## src/rtl/vga_sync_gen.sv

```systemverilog
// VGA timing source: pixel-rate enable, x/y counters, registered active-low syncs
// aligned with the counters, visible-area flag and a start-of-vblank tick.
`timescale 1ns/1ps
module vga_sync_gen #(
    parameter int CLK_DIV   = 4,
    parameter int H_DISPLAY = 640,
    parameter int H_FRONT   = 16,
    parameter int H_SYNC    = 96,
    parameter int H_BACK    = 48,
    parameter int V_DISPLAY = 480,
    parameter int V_FRONT   = 10,
    parameter int V_SYNC    = 2,
    parameter int V_BACK    = 33
) (
    input  logic       clk,
    input  logic       reset,
    output logic       p_tick,
    output logic [9:0] x,
    output logic [9:0] y,
    output logic       video_on,
    output logic       hsync,
    output logic       vsync,
    output logic       frame_tick
);

    localparam int H_TOTAL = H_DISPLAY + H_FRONT + H_SYNC + H_BACK;
    localparam int V_TOTAL = V_DISPLAY + V_FRONT + V_SYNC + V_BACK;
    localparam int DIV_W   = (CLK_DIV > 1) ? $clog2(CLK_DIV) : 1;

    localparam logic [DIV_W-1:0] DIV_LAST = DIV_W'(CLK_DIV - 1);
    localparam logic [9:0] H_LAST   = 10'(H_TOTAL - 1);
    localparam logic [9:0] V_LAST   = 10'(V_TOTAL - 1);
    localparam logic [9:0] H_VIS    = 10'(H_DISPLAY);
    localparam logic [9:0] V_VIS    = 10'(V_DISPLAY);
    localparam logic [9:0] HS_FIRST = 10'(H_DISPLAY + H_FRONT);
    localparam logic [9:0] HS_LAST  = 10'(H_DISPLAY + H_FRONT + H_SYNC - 1);
    localparam logic [9:0] VS_FIRST = 10'(V_DISPLAY + V_FRONT);
    localparam logic [9:0] VS_LAST  = 10'(V_DISPLAY + V_FRONT + V_SYNC - 1);

    logic [DIV_W-1:0] div_cnt;
    logic [9:0]       x_next;
    logic [9:0]       y_next;

    assign p_tick   = (div_cnt == DIV_LAST);
    assign video_on = (x < H_VIS) && (y < V_VIS);

    always_ff @(posedge clk or negedge reset) begin
        if (!reset) begin
            div_cnt <= '0;
        end else if (div_cnt == DIV_LAST) begin
            div_cnt <= '0;
        end else begin
            div_cnt <= div_cnt + DIV_W'(1);
        end
    end

    // Counters wrap by explicit compare so no out-of-range value is reachable.
    always_comb begin
        x_next = x;
        y_next = y;
        if (p_tick) begin
            if (x == H_LAST) begin
                x_next = '0;
                y_next = (y == V_LAST) ? 10'd0 : y + 10'd1;
            end else begin
                x_next = x + 10'd1;
            end
        end
    end

    // Syncs and frame tick are registered from the next-state counters so
    // they line up with the x/y presented on the same cycle.
    always_ff @(posedge clk or negedge reset) begin
        if (!reset) begin
            x          <= '0;
            y          <= '0;
            hsync      <= 1'b1;
            vsync      <= 1'b1;
            frame_tick <= 1'b0;
        end else begin
            x          <= x_next;
            y          <= y_next;
            hsync      <= !((x_next >= HS_FIRST) && (x_next <= HS_LAST));
            vsync      <= !((y_next >= VS_FIRST) && (y_next <= VS_LAST));
            frame_tick <= p_tick && (x == H_LAST) && (y_next == V_VIS);
        end
    end

endmodule

```

## config.mk

```make
export PLATFORM = sky130hd
export DESIGN_NAME = vga_sync_gen
export DESIGN_NICKNAME = d
export VERILOG_FILES = /design/src/rtl/vga_sync_gen.sv
export SDC_FILE = /design/constraint.sdc
export NUM_CORES = 1
export LEC_CHECK = 0
export CORE_MARGIN = 2
export CORE_UTILIZATION = 31
export CTS_CLUSTER_SIZE = 10
export DETAILED_ROUTE_END_ITERATION = 16
export DONT_BUFFER_PORTS = 1
export SLEW_MARGIN = 10
export SYNTH_ARGS = -nofsm -noshare
export SYNTH_HDL_FRONTEND = slang
export SYNTH_SLANG_ARGS = --single-unit
```

## constraint.sdc

```tcl
create_clock -name clk -period 3.55 [get_ports clk]
set_clock_uncertainty 0.05 [all_clocks]
set_input_delay 0.1775 -clock clk [delete_from_list [all_inputs] [get_ports clk]]
set_output_delay 0.1775 -clock clk [all_outputs]
set_load 0.02 [all_outputs]
```

Yosys cells after proc, flatten, opt, wreduce, memory -nomap -nowiden
Cells that the tools add are included.
{ "classes": {"reduce_logical": 7, "eq_ne": 4, "n_lt_le_gt_ge": 6, "muxes": 6, "add_sub_neg": 3} }
{ "op_table": {"columns": ["operator", "n"], "rows": [
  ["$mux 10", 5],
  ["$add 10x1->10 const B", 2],
  ["$eq 10x10->1 const B", 2],
  ["$eq 10x9->1 const B", 1],
  ["$ge 10x10->1 const B", 1],
  ["$ge 10x9->1 const B", 1],
  ["$le 10x10->1 const B", 1],
  ["$le 10x9->1 const B", 1],
  ["$lt 10x10->1 const B", 1],
  ["$lt 10x9->1 const B", 1],
  ["$logic_and 1x1->1", 5],
  ["$add 2x1->2 const B", 1],
  ["$eq 2x2->1 const B", 1],
  ["$logic_not 1->1", 2],
  ["$mux 2", 1]
]} }
{ "totals": {"out_inout_bits": 25, "regBits": 25} }

Longest topological paths before layout
Gate-level depths: netlist of run 1.
{ "depth": {"ltp_word": 7, "depth_mapped": 8, "depth_no_buf": 7} }

Worst setup path before layout of run 1
No wires, ideal clock.
{ "synth_timing": {"kind": "register to register", "from": "reg div_cnt[0]", "to": "reg frame_tick", "setup_time_ns": 0.068, "arrival_time_ns": 2.611, "period_less_slack_ns": 2.729, "stages_incl_launch_ff": 9, "path_slack_ns": 0.821, "t_required_ns": 3.432, "path_cell_list": "dfrtp_1 -> ha_1 -> buf_6 -> or4b_4 -> or3_1 -> buf_6 -> or4_4 -> a21oi_2 -> and4_1"} }
{ "synth_via": {"elab_chain_cells": 4} }
{ "synth_rtl": {"columns": ["element", "line_no", "rtl"], "rows": [
  ["start, declared", "40", "logic [DIV_W-1:0] div_cnt;"],
  ["start signal, assigned", "53", "div_cnt <= div_cnt + DIV_W'(1);"],
  ["$eq 2x2->1 *", "44", "assign p_tick = (div_cnt == DIV_LAST);"],
  ["via p_tick", "17", "output logic p_tick,"],
  ["$mux 10", "61", "if (p_tick) begin"],
  ["$eq 10x9->1", "85", "frame_tick <= p_tick && (x == H_LAST) && (y_next == V_VIS);"],
  ["$logic_and 1x1->1 *", "85", null],
  ["end signal, assigned", "85", null],
  ["end, declared", "23", "output logic frame_tick"]
]} }
The timed path passes the listed nets; every way through them passes the cells marked *.

Worst setup path in the final report of run 1
{ "layout_timing": {"from": "reg x[5]", "to": "reg frame_tick"} }
{ "layout_via": {"elab_chain_cells": 5} }
{ "layout_rtl": {"columns": ["element", "line_no", "rtl"], "rows": [
  ["start, declared", "18", "output logic [9:0] x,"],
  ["start signal, assigned", "81", "x <= x_next;"],
  ["$eq 10x10->1 *", "62, 85", null],
  ["$mux 10", "62", "if (x == H_LAST) begin"],
  ["$mux 10", "61", null],
  ["$eq 10x9->1", "85", null],
  ["$logic_and 1x1->1 *", "85", null]
]} }
Every way passes the cells marked *; elsewhere a longest branch is shown, timed or not.

==> results of run 1 <==
==> synth_stat cells (2+ instances only) <==
| master | number | area share [%] |
|---|---|---|
| sky130_fd_sc_hd__dfrtp_1 | 23 | 44 |
| sky130_fd_sc_hd__nand2_1 | 12 | 3.4 |
| sky130_fd_sc_hd__nand3_1 | 9 | 3.4 |
| sky130_fd_sc_hd__nand4_1 | 9 | 4.3 |
| sky130_fd_sc_hd__nor2_1 | 9 | 2.6 |
| sky130_fd_sc_hd__a21oi_1 | 6 | 2.3 |
| sky130_fd_sc_hd__inv_1 | 5 | 1.4 |
| sky130_fd_sc_hd__nor3_1 | 5 | 1.9 |
| sky130_fd_sc_hd__xnor2_1 | 5 | 3.3 |
| sky130_fd_sc_hd__xor2_1 | 5 | 3.3 |
| sky130_fd_sc_hd__ha_1 | 4 | 3.8 |
| sky130_fd_sc_hd__o21ai_0 | 4 | 1.5 |
| sky130_fd_sc_hd__or3_1 | 4 | 1.9 |
| sky130_fd_sc_hd__nor4_1 | 3 | 1.4 |
| sky130_fd_sc_hd__o31ai_1 | 3 | 1.7 |
| sky130_fd_sc_hd__and3_1 | 2 | 0.95 |
| sky130_fd_sc_hd__and4_1 | 2 | 1.3 |
| sky130_fd_sc_hd__buf_6 | 2 | 1.7 |
| sky130_fd_sc_hd__clkbuf_1 | 2 | 0.57 |
| sky130_fd_sc_hd__dfstp_2 | 2 | 4.0 |
| sky130_fd_sc_hd__mux2i_1 | 2 | 1.5 |
==> final cells by class <==
class,instances,area (um^2),share of cell area [%]
clock inverter,1,5.005,0.3481
clock buffer,3,41.29,2.872
inverter,5,18.77,1.305
multi-input combinational,99,636.9,44.30
sequential,25,628.1,43.69
timing repair buffer,4,45.04,3.133
tap,50,62.56,4.352
==> flip-flops by register name (all words and copies together), names as in the netlist <==
signal / flops
y: 10
hsync: 1
div_cnt: 2
frame_tick: 1
x: 10
vsync: 1
==> worst paths after layout <==
kind | slack [ns] | from | endpoint | cells past startpoint
setup / recovery | 0.88 | x[5]$_DFF_PN0_ | frame_tick$_DFF_PN0_ | 5
hold / removal | 0.30 | reset | y[9]$_DFF_PN0_ | 2
setup reg to reg | 0.88 | x[5]$_DFF_PN0_ | frame_tick$_DFF_PN0_ | 5
hold reg to reg | 0.38 | div_cnt[0]$_DFF_PN0_ | div_cnt[0]$_DFF_PN0_ | 1
max in group asynchronous | 2.92 | reset | vsync$_DFF_PN1_ | 2
min in group clk | 0.38 | div_cnt[0]$_DFF_PN0_ | div_cnt[0]$_DFF_PN0_ | 1
==> layer usage <==
layer | vias up | part of all wire (%)
met5 | - | 0
li1 | 493 | -
met3 | 0 | 9.7
met2 | 43 | 47
met4 | 0 | 0
met1 | 496 | 44
==> logic make-up after synthesis <==
family	share of synthesized area, %
compound gates	9.239
fa+ha+maj	3.810
xor+xnor	6.666
buf+inv	3.715
mux	2.381
flops	47.81
simple gates	26.38
==> per-stage QoR <==
| stage | cell area (um^2) | instances | util (%) |
|---|---|---|---|
| after floorplan | 1314 | 133 | - |
| after global placement | 1361 | 181 | 33.79 |
| after detailed placement | 1361 | 181 | 33.79 |
| after CTS | 1438 | 187 | 35.68 |
| after global routing | 1438 | 187 | 35.68 |
| final | 1438 | 187 | 35.68 |
==> critical path, delay by kind of cell, from the launching register on <==
| kind | cells | cell delay, ns |
|---|---|---|
| AND/OR/NAND/NOR | 4 | 1.89 |
| flip-flops | 1 | 0.50 |
| AO/OA/AOI/OAI | 1 | 0.16 |
==> power by group through the flow <==
stage	sequential [mW]	combinational, mW	clock, mW
after floorplan	0.290	0.000000243	0
after global placement	0.290	0.000000239	0
after CTS	0.285	0.00942	0.175
after global routing	0.285	0.0105	0.190
final	0.285	0.00882	0.168
after detailed placement	0.290	0.000000239	0
==> what timing repair did <==
action | CTS | global route
endpoints found under the hold margin | 25 | 0
gates resized for setup | 0 | 0
hold buffers | 2 | 0
==> reports/qor.log, run 1 <==
[layout] number of filler cells placed in the layout 426
[layout] Layout area overhead 9.429%
[timing] final-layout setup total negative slack 0 ns
[grt] initial antenna violation count 0
[timing] setup repair after global routing missed its margin false
[grt] met1 demand-to-capacity share in global routing 16.87%
[worst_setup_path] series of cell instances along the critical path or4b_4, or3_1, or4_4, a21oi_2, and4_1
[grt] Remaining Overflow, GRT 0
[logic_synthesis] sequential-to-total area share from yosys stat 47.81%
[layout] antenna cells 0
[power] combinational power share 1.9%
[layout] most common cell after layout, fill and taps aside sky130_fd_sc_hd__dfrtp_1
[floorplanning] CORE AREA 4029 um^2
[layout] layout cells sized above 1 10.22%
[routing] first-pass iteration count of the detailed router 4
[grt] most heavily used metal layer in global routing met2
[power] sequential share of power 61.6%
[timing] min Tclk post-route 2.668 ns
[timing] Final setup violation count 0
[power] power per cell area 321.2 nW/um^2
[floorplanning] Die Span X 69.10 um
[place] setup slack at placement 0.8810 ns
[worst_setup_path] type of origin of the critical path flip-flop
[timing] number of hold-slack violations in the final timing report 0
[clocking] Post-CTS Repair Setup Buffers 0
[floorplanning] starting utilization of the core area 32.61%
[worst_setup_path] kind of critical path reg -> reg
[routing] average vias per placed instance 5.519
[grt] pin count of the biggest net entering global routing 26
[timing] transition time at the pin with the least slew margin 0.4776 ns
[power] internal cell power 0.3661 mW
[timing] period utilisation layout 75.16%
[grt] wire length of the first global-routing pass 5202 um
[clocking] register clock-pin slew on the reported worst setup and hold paths 0.09 ns
[routing] antenna-violating nets left 0
[clocking] clock latency on the worst-skew pair 0.27 ns
[power] worst vdd rail ir drop 0.1822 mV
[clocking] total clock sinks 25
[worst_setup_path] CP Data Required Time 3.71 ns
[floorplanning] Chip Height 69.10 um
[logic_synthesis] synthesized netlist net count 139
[clocking] deepest level of the CTS H-tree 1
[routing] drt wl/cell 15.56 um
[grt] via count of the first global-routing pass 1092
[power] proportion of power drawn by the clock network 36.5%
[clocking] clock tree from TritonCTS built
[floorplanning] number of top-level pins 27
[worst_setup_path] nature of the critical path endpoint flip-flop
[grt] overall routing resource usage 13.25%
[logic_synthesis] flop and latch count out of synthesis 25
[power] switching power total 0.09577 mW
[routing] number of vias after detailed routing 1032
[grt] met2 track demand over resource in global routing 21.15%
[power] overall power 0.4618 mW
[power] Switching Share 20.74%
[worst_setup_path] arrival time at the worst endpoint 2.82 ns
[worst_setup_path] highest fanout seen on the critical path 8
[floorplanning] die area 4775 um^2
[logic_synthesis] number of different library cells in the post-synthesis netlist 36
[timing] worst path setup slack after routing 0.8819 ns
[status] status complete, no violations
[grt] grt met3 use 5.702%
[floorplanning] row count 23
[layout] fin nets 144
[timing] final slew viol count 0
[min_path] min-delay worst type in -> async
[place] IO buf count 0
[logic_synthesis] Synth Cell Area 1314 um^2
[logic_synthesis] async set-reset flop share out of synthesis 100.0%
[logic_synthesis] Yosys warning count 0
[clocking] number of buffers inserted during clock tree synthesis 3
[clocking] number of buffers on the longest clock path 2
[timing] hold slack 0.2987 ns
[power] standby leakage power 0.6064 nW
[logic_synthesis] most instantiated flip-flop cell in the synthesis netlist sky130_fd_sc_hd__dfrtp_1
[routing] starting DRC count in detailed routing 68
[routing] wire length after detailed routing 2909 um
[logic_synthesis] number of flops mapped to enable cells by yosys 0
[timing] headroom to the max-slew limit 67.71%
[timing] f_max 374.8 MHz
[clocking] root buffer cell sky130_fd_sc_hd__clkbuf_8
[worst_setup_path] critical-path cell with the highest stage delay sky130_fd_sc_hd__or4b_4
[logic_synthesis] synthesized area per cell 9.878 um^2
[worst_setup_path] Critical Path Max Stage Delay 0.61 ns
[place] placed wire-length estimate 2170 um
[layout] highest-count cells in the layout ignoring fill and taps 23 x sky130_fd_sc_hd__dfrtp_1, 12 x sky130_fd_sc_hd__nand2_1, 9 x sky130_fd_sc_hd__nand4_1, 9 x sky130_fd_sc_hd__nand3_1, 9 x sky130_fd_sc_hd__nor2_1
[logic_synthesis] Gate Count Post-Synth 133
[place] final weighted congestion of routability-driven global placement 0.8583
[job] total of max-cap violations 0
[routing] DRC violation count after routing 0
(Power assumes the default switching activity.)
==> run 2: changes to the inputs <==
--- a/config.mk
+++ b/config.mk
@@ -5,6 +5,7 @@
 export SDC_FILE = /design/constraint.sdc
 export NUM_CORES = 1
 export LEC_CHECK = 0
+export ABC_AREA = 1
 export CORE_MARGIN = 2
 export CORE_UTILIZATION = 31
 export CTS_CLUSTER_SIZE = 10
==> constraint.sdc (replaced) <==
create_clock -name clk -period 2.3 [get_ports clk]
set_clock_uncertainty 0.05 [all_clocks]
set_input_delay 0.115 -clock clk [delete_from_list [all_inputs] [get_ports clk]]
set_output_delay 0.115 -clock clk [all_outputs]
set_load 0.02 [all_outputs]
==> reports/qor.log, run 2 <==
[logic_synthesis] Synth Cell Area 1549 um^2 [+18%]
[grt] via count of the first global-routing pass 1217 [+11%]
[routing] starting DRC count in detailed routing 111 [+63%]
[logic_synthesis] most area-hungry cell type in the Yosys netlist sky130_fd_sc_hd__dfrtp_1
[power] power per cell area 418.6 nW/um^2 [+30%]
[timing] setup repair after global routing missed its margin false
[power] worst vdd rail ir drop 0.2463 mV [+35%]
[floorplanning] CORE AREA 4786 um^2 [+19%]
[clocking] number of buffers inserted during clock tree synthesis 3 [unchanged]
[grt] overall routing resource usage 14.37% [+1.1 points]
[worst_setup_path] arrival time at the worst endpoint 2.14 ns [-0.68 ns]
[grt] wire length of the first global-routing pass 5996 um [+15%]
[timing] f_max 506.0 MHz [+35%]
[worst_setup_path] kind of critical path reg -> reg
[floorplanning] starting utilization of the core area 32.37% [-0.24 points]
[logic_synthesis] number of flops mapped to enable cells by yosys 0 [unchanged]
[layout] post-route cell area 1724 um^2 [+20%]
[logic_synthesis] synthesized area per cell 7.519 um^2 [-24%]
[power] standby leakage power 0.8507 nW [+40%]
[grt] initial antenna violation count 0 [unchanged]
[logic_synthesis] synthesized netlist net count 212 [+53%]
[worst_setup_path] CP Data Required Time 2.46 ns [-1.25 ns]
[floorplanning] Die Span X 74.69 um [+8.1%]
[power] combinational power share 1.9% [about the same]
[layout] highest-count cells in the layout ignoring fill and taps 49 x sky130_fd_sc_hd__nand2_1, 34 x sky130_fd_sc_hd__inv_1, 25 x sky130_fd_sc_hd__nor2_1
[power] Switching Share 21.29% [+0.56 points]
[place] final weighted congestion of routability-driven global placement 0.8497 [-1.0%]
[routing] number of vias after detailed routing 1310 [+27%]
[floorplanning] die area 5578 um^2 [+17%]
[grt] pin count of the biggest net entering global routing 26 [unchanged]
[layout] fin nets 222 [+54%]
[floorplanning] number of top-level pins 27 [unchanged]
[clocking] clock latency on the worst-skew pair 0.27 ns [about the same]
[clocking] register clock-pin slew on the reported worst setup and hold paths 0.09 ns [about the same]
[power] overall power 0.7218 mW [+56%]
[logic_synthesis] number of different library cells in the post-synthesis netlist 34 [-5.6%]
[logic_synthesis] Gate Count Post-Synth 206 [+55%]
[power] switching power total 0.1537 mW [+60%]
[worst_setup_path] type of origin of the critical path flip-flop
[timing] Final setup violation count 0 [unchanged]
[timing] min Tclk post-route 1.976 ns [-0.6920 ns]
[timing] final slew viol count 0 [unchanged]
[min_path] min-delay worst type in -> async
[grt] Remaining Overflow, GRT 0 [unchanged]
[worst_setup_path] series of cell instances along the critical path ha_1, nand3_1, nor2_4, nand2_1, nand3_2, inv_2, nor2_2, nand2_1, nor2_2
[timing] transition time at the pin with the least slew margin 0.4688 ns [-0.008733 ns]
[logic_synthesis] sequential-to-total area share from yosys stat 40.55% [-7.3 points]
[routing] average vias per placed instance 4.645 [-16%]
[place] cell area after placement 1649 um^2 [+21%]
[routing] highest signal layer in the routed design met4
[clocking] deepest level of the CTS H-tree 1 [unchanged]
[logic_synthesis] area share of the leading cell type in the synthesized netlist 37.16% [-6.7 points]
[routing] first-pass iteration count of the detailed router 4 [unchanged]
[logic_synthesis] commonest cells in the netlist 49 x sky130_fd_sc_hd__nand2_1, 34 x sky130_fd_sc_hd__inv_1, 25 x sky130_fd_sc_hd__nor2_1
[routing] DRT met1 WL 1684 um [+33%]
[worst_setup_path] Critical Path Max Stage Delay 0.36 ns [-0.25 ns]
[power] sequential share of power 60.9% [-0.7 points]
[place] placed wire-length estimate 2851 um [+31%]
[logic_synthesis] most instantiated flip-flop cell in the synthesis netlist sky130_fd_sc_hd__dfrtp_1
[logic_synthesis] async set-reset flop share out of synthesis 100.0% [unchanged]
[clocking] root buffer cell sky130_fd_sc_hd__clkbuf_8
[timing] number of hold-slack violations in the final timing report 0 [unchanged]
[worst_setup_path] Buf/Inv on CP 1 [+1]
[layout] antenna cells 0 [unchanged]
[routing] amount of wire on met3 after detailed routing 272 um [-3.5%]
[routing] wire length after detailed routing 3630 um [+25%]
[timing] headroom to the max-slew limit 68.74% [+1.0 points]
[layout] Layout area overhead 11.31%
[worst_setup_path] highest fanout seen on the critical path 13 [+5]
[worst_setup_path] critical-path cell with the highest stage delay sky130_fd_sc_hd__dfrtp_1
[power] internal cell power 0.5681 mW [+55%]
[routing] DRC violation count after routing 0 [unchanged]
[timing] period utilisation layout 85.92% [+11 points]
[layout] largest registers ranked by flip-flop count x x10, y x10, div_cnt x2
[worst_setup_path] largest delay contributor family on the critical path simple AND/OR/NAND/NOR gates
[routing] length of routed met2 wiring 1610 um [+18%]
[routing] antenna-violating nets left 0 [unchanged]
[logic_synthesis] most common cell in the netlist sky130_fd_sc_hd__nand2_1
[logic_synthesis] flop and latch count out of synthesis 25 [unchanged]
[power] proportion of power drawn by the clock network 37.2% [+0.7 points]
[logic_synthesis] Yosys warning count 0 [unchanged]
[layout] number of filler cells placed in the layout 492 [+15%]
[timing] final-layout setup total negative slack 0 ns [unchanged]
[logic_synthesis] top area cells in the synthesized netlist sky130_fd_sc_hd__dfrtp_1 37%, sky130_fd_sc_hd__nand2_1 12%, sky130_fd_sc_hd__inv_1 8.2%, sky130_fd_sc_hd__nand3_1 6.1%, sky130_fd_sc_hd__nor2_1 6.1%
[worst_setup_path] nature of the critical path endpoint flip-flop
[place] IO buf count 0 [unchanged]
[floorplanning] row count 25 [+8.7%]
[clocking] clock tree from TritonCTS built
[layout] most common cell after layout, fill and taps aside sky130_fd_sc_hd__nand2_1
[job] total of max-cap violations 0 [unchanged]
[layout] Layout Utilization 36.03% [+0.34 points]
[status] status complete, no violations
[clocking] number of buffers on the longest clock path 2 [unchanged]
[floorplanning] Chip Height 74.69 um [+8.1%]
[clocking] total clock sinks 25 [unchanged]
[routing] drt wl/cell 12.87 um [-17%]
[layout] layout cells sized above 1 14.42% [+4.2 points]
[run 2: cell count changes in the layout (fill, tap and decap cells not counted), sizes merged, moves of 3 or more]
| cell | previous run | this run |
|---|---|---|
| o21ai | 4 | 9 |
| nand3 | 9 | 21 |
| xnor2 | 5 | 2 |
| nor4 | 3 | 0 |
| nor2 | 9 | 31 |
| buf | 3 | 6 |
| inv | 5 | 36 |
| or3 | 4 | 0 |
| nand2 | 12 | 53 |
| nand4 | 9 | 6 |
| o31ai | 3 | 0 |
| xor2 | 5 | 0 |
[run 2: cell families after synthesis]
kind of cell    after synthesis  share of synthesized area (%)
fa+ha+maj                     4                          3.231
flops                        25                          40.55
simple gates                118                          37.32
compound gates               19                          7.593
xor+xnor                      2                          1.131
buf+inv                      38                          10.18
[run 2: what timing repair did]
item / in CTS / in global routing
hold buffers: 2 / 0
resized for setup: 0 / 0
buffers inserted: 0 / 0
endpoints found under the hold margin: 25 / 0
[run 2: per-stage QoR]
stage / instances / hold slack, ns / worst slack [ns]
finish: 282 / 0.2164 / 0.3238
global route: 282 / 0.2282 / 0.1208
CTS: 282 / 0.2214 / 0.3305
detailed placement: 276 / -0.2297 / 0.3509
global placement: 276 / -0.2298 / 0.3381
floorplan: 206 / -0.2306 / 0.3693
[run 2: layout make-up]
class	instances	area, um^2	area share (%)
Clock buffer	4	45.04	2.612
Inverter	36	135.1	7.837
Multi-Input combinational cell	143	764.5	44.34
Sequential cell	25	628.1	36.43
Tap cell	67	83.83	4.862
Timing Repair Buffer	7	67.56	3.919
[run 2: layer usage]
metal	up-vias	track usage, %
li1	669	-
met1	603	20.45
met2	32	21.24
met3	6	4.016
met4	0	4.563
met5	-	0
[run 2: final timing paths]
path	cells past startpoint	endpoint	slack, ns	from
min reg2reg	1	div_cnt[0]$_DFF_PN0_	0.38	div_cnt[0]$_DFF_PN0_
max in group asynchronous	2	vsync$_DFF_PN1_	1.76	reset
max	9	frame_tick$_DFF_PN0_	0.32	div_cnt[0]$_DFF_PN0_
max reg2reg	9	frame_tick$_DFF_PN0_	0.32	div_cnt[0]$_DFF_PN0_
min	2	y[1]$_DFF_PN0_	0.22	reset
min in group clk	1	div_cnt[0]$_DFF_PN0_	0.38	div_cnt[0]$_DFF_PN0_
[run 2: power by group through the flow]
stage               registers [mW]   logic (mW)  clock network, mW
floorplan                    0.448  0.000000473                  0
global route                 0.439       0.0165              0.301
CTS                          0.439       0.0153              0.275
global placement             0.448  0.000000486                  0
finish                       0.439       0.0139              0.269
detailed placement           0.448  0.000000486                  0
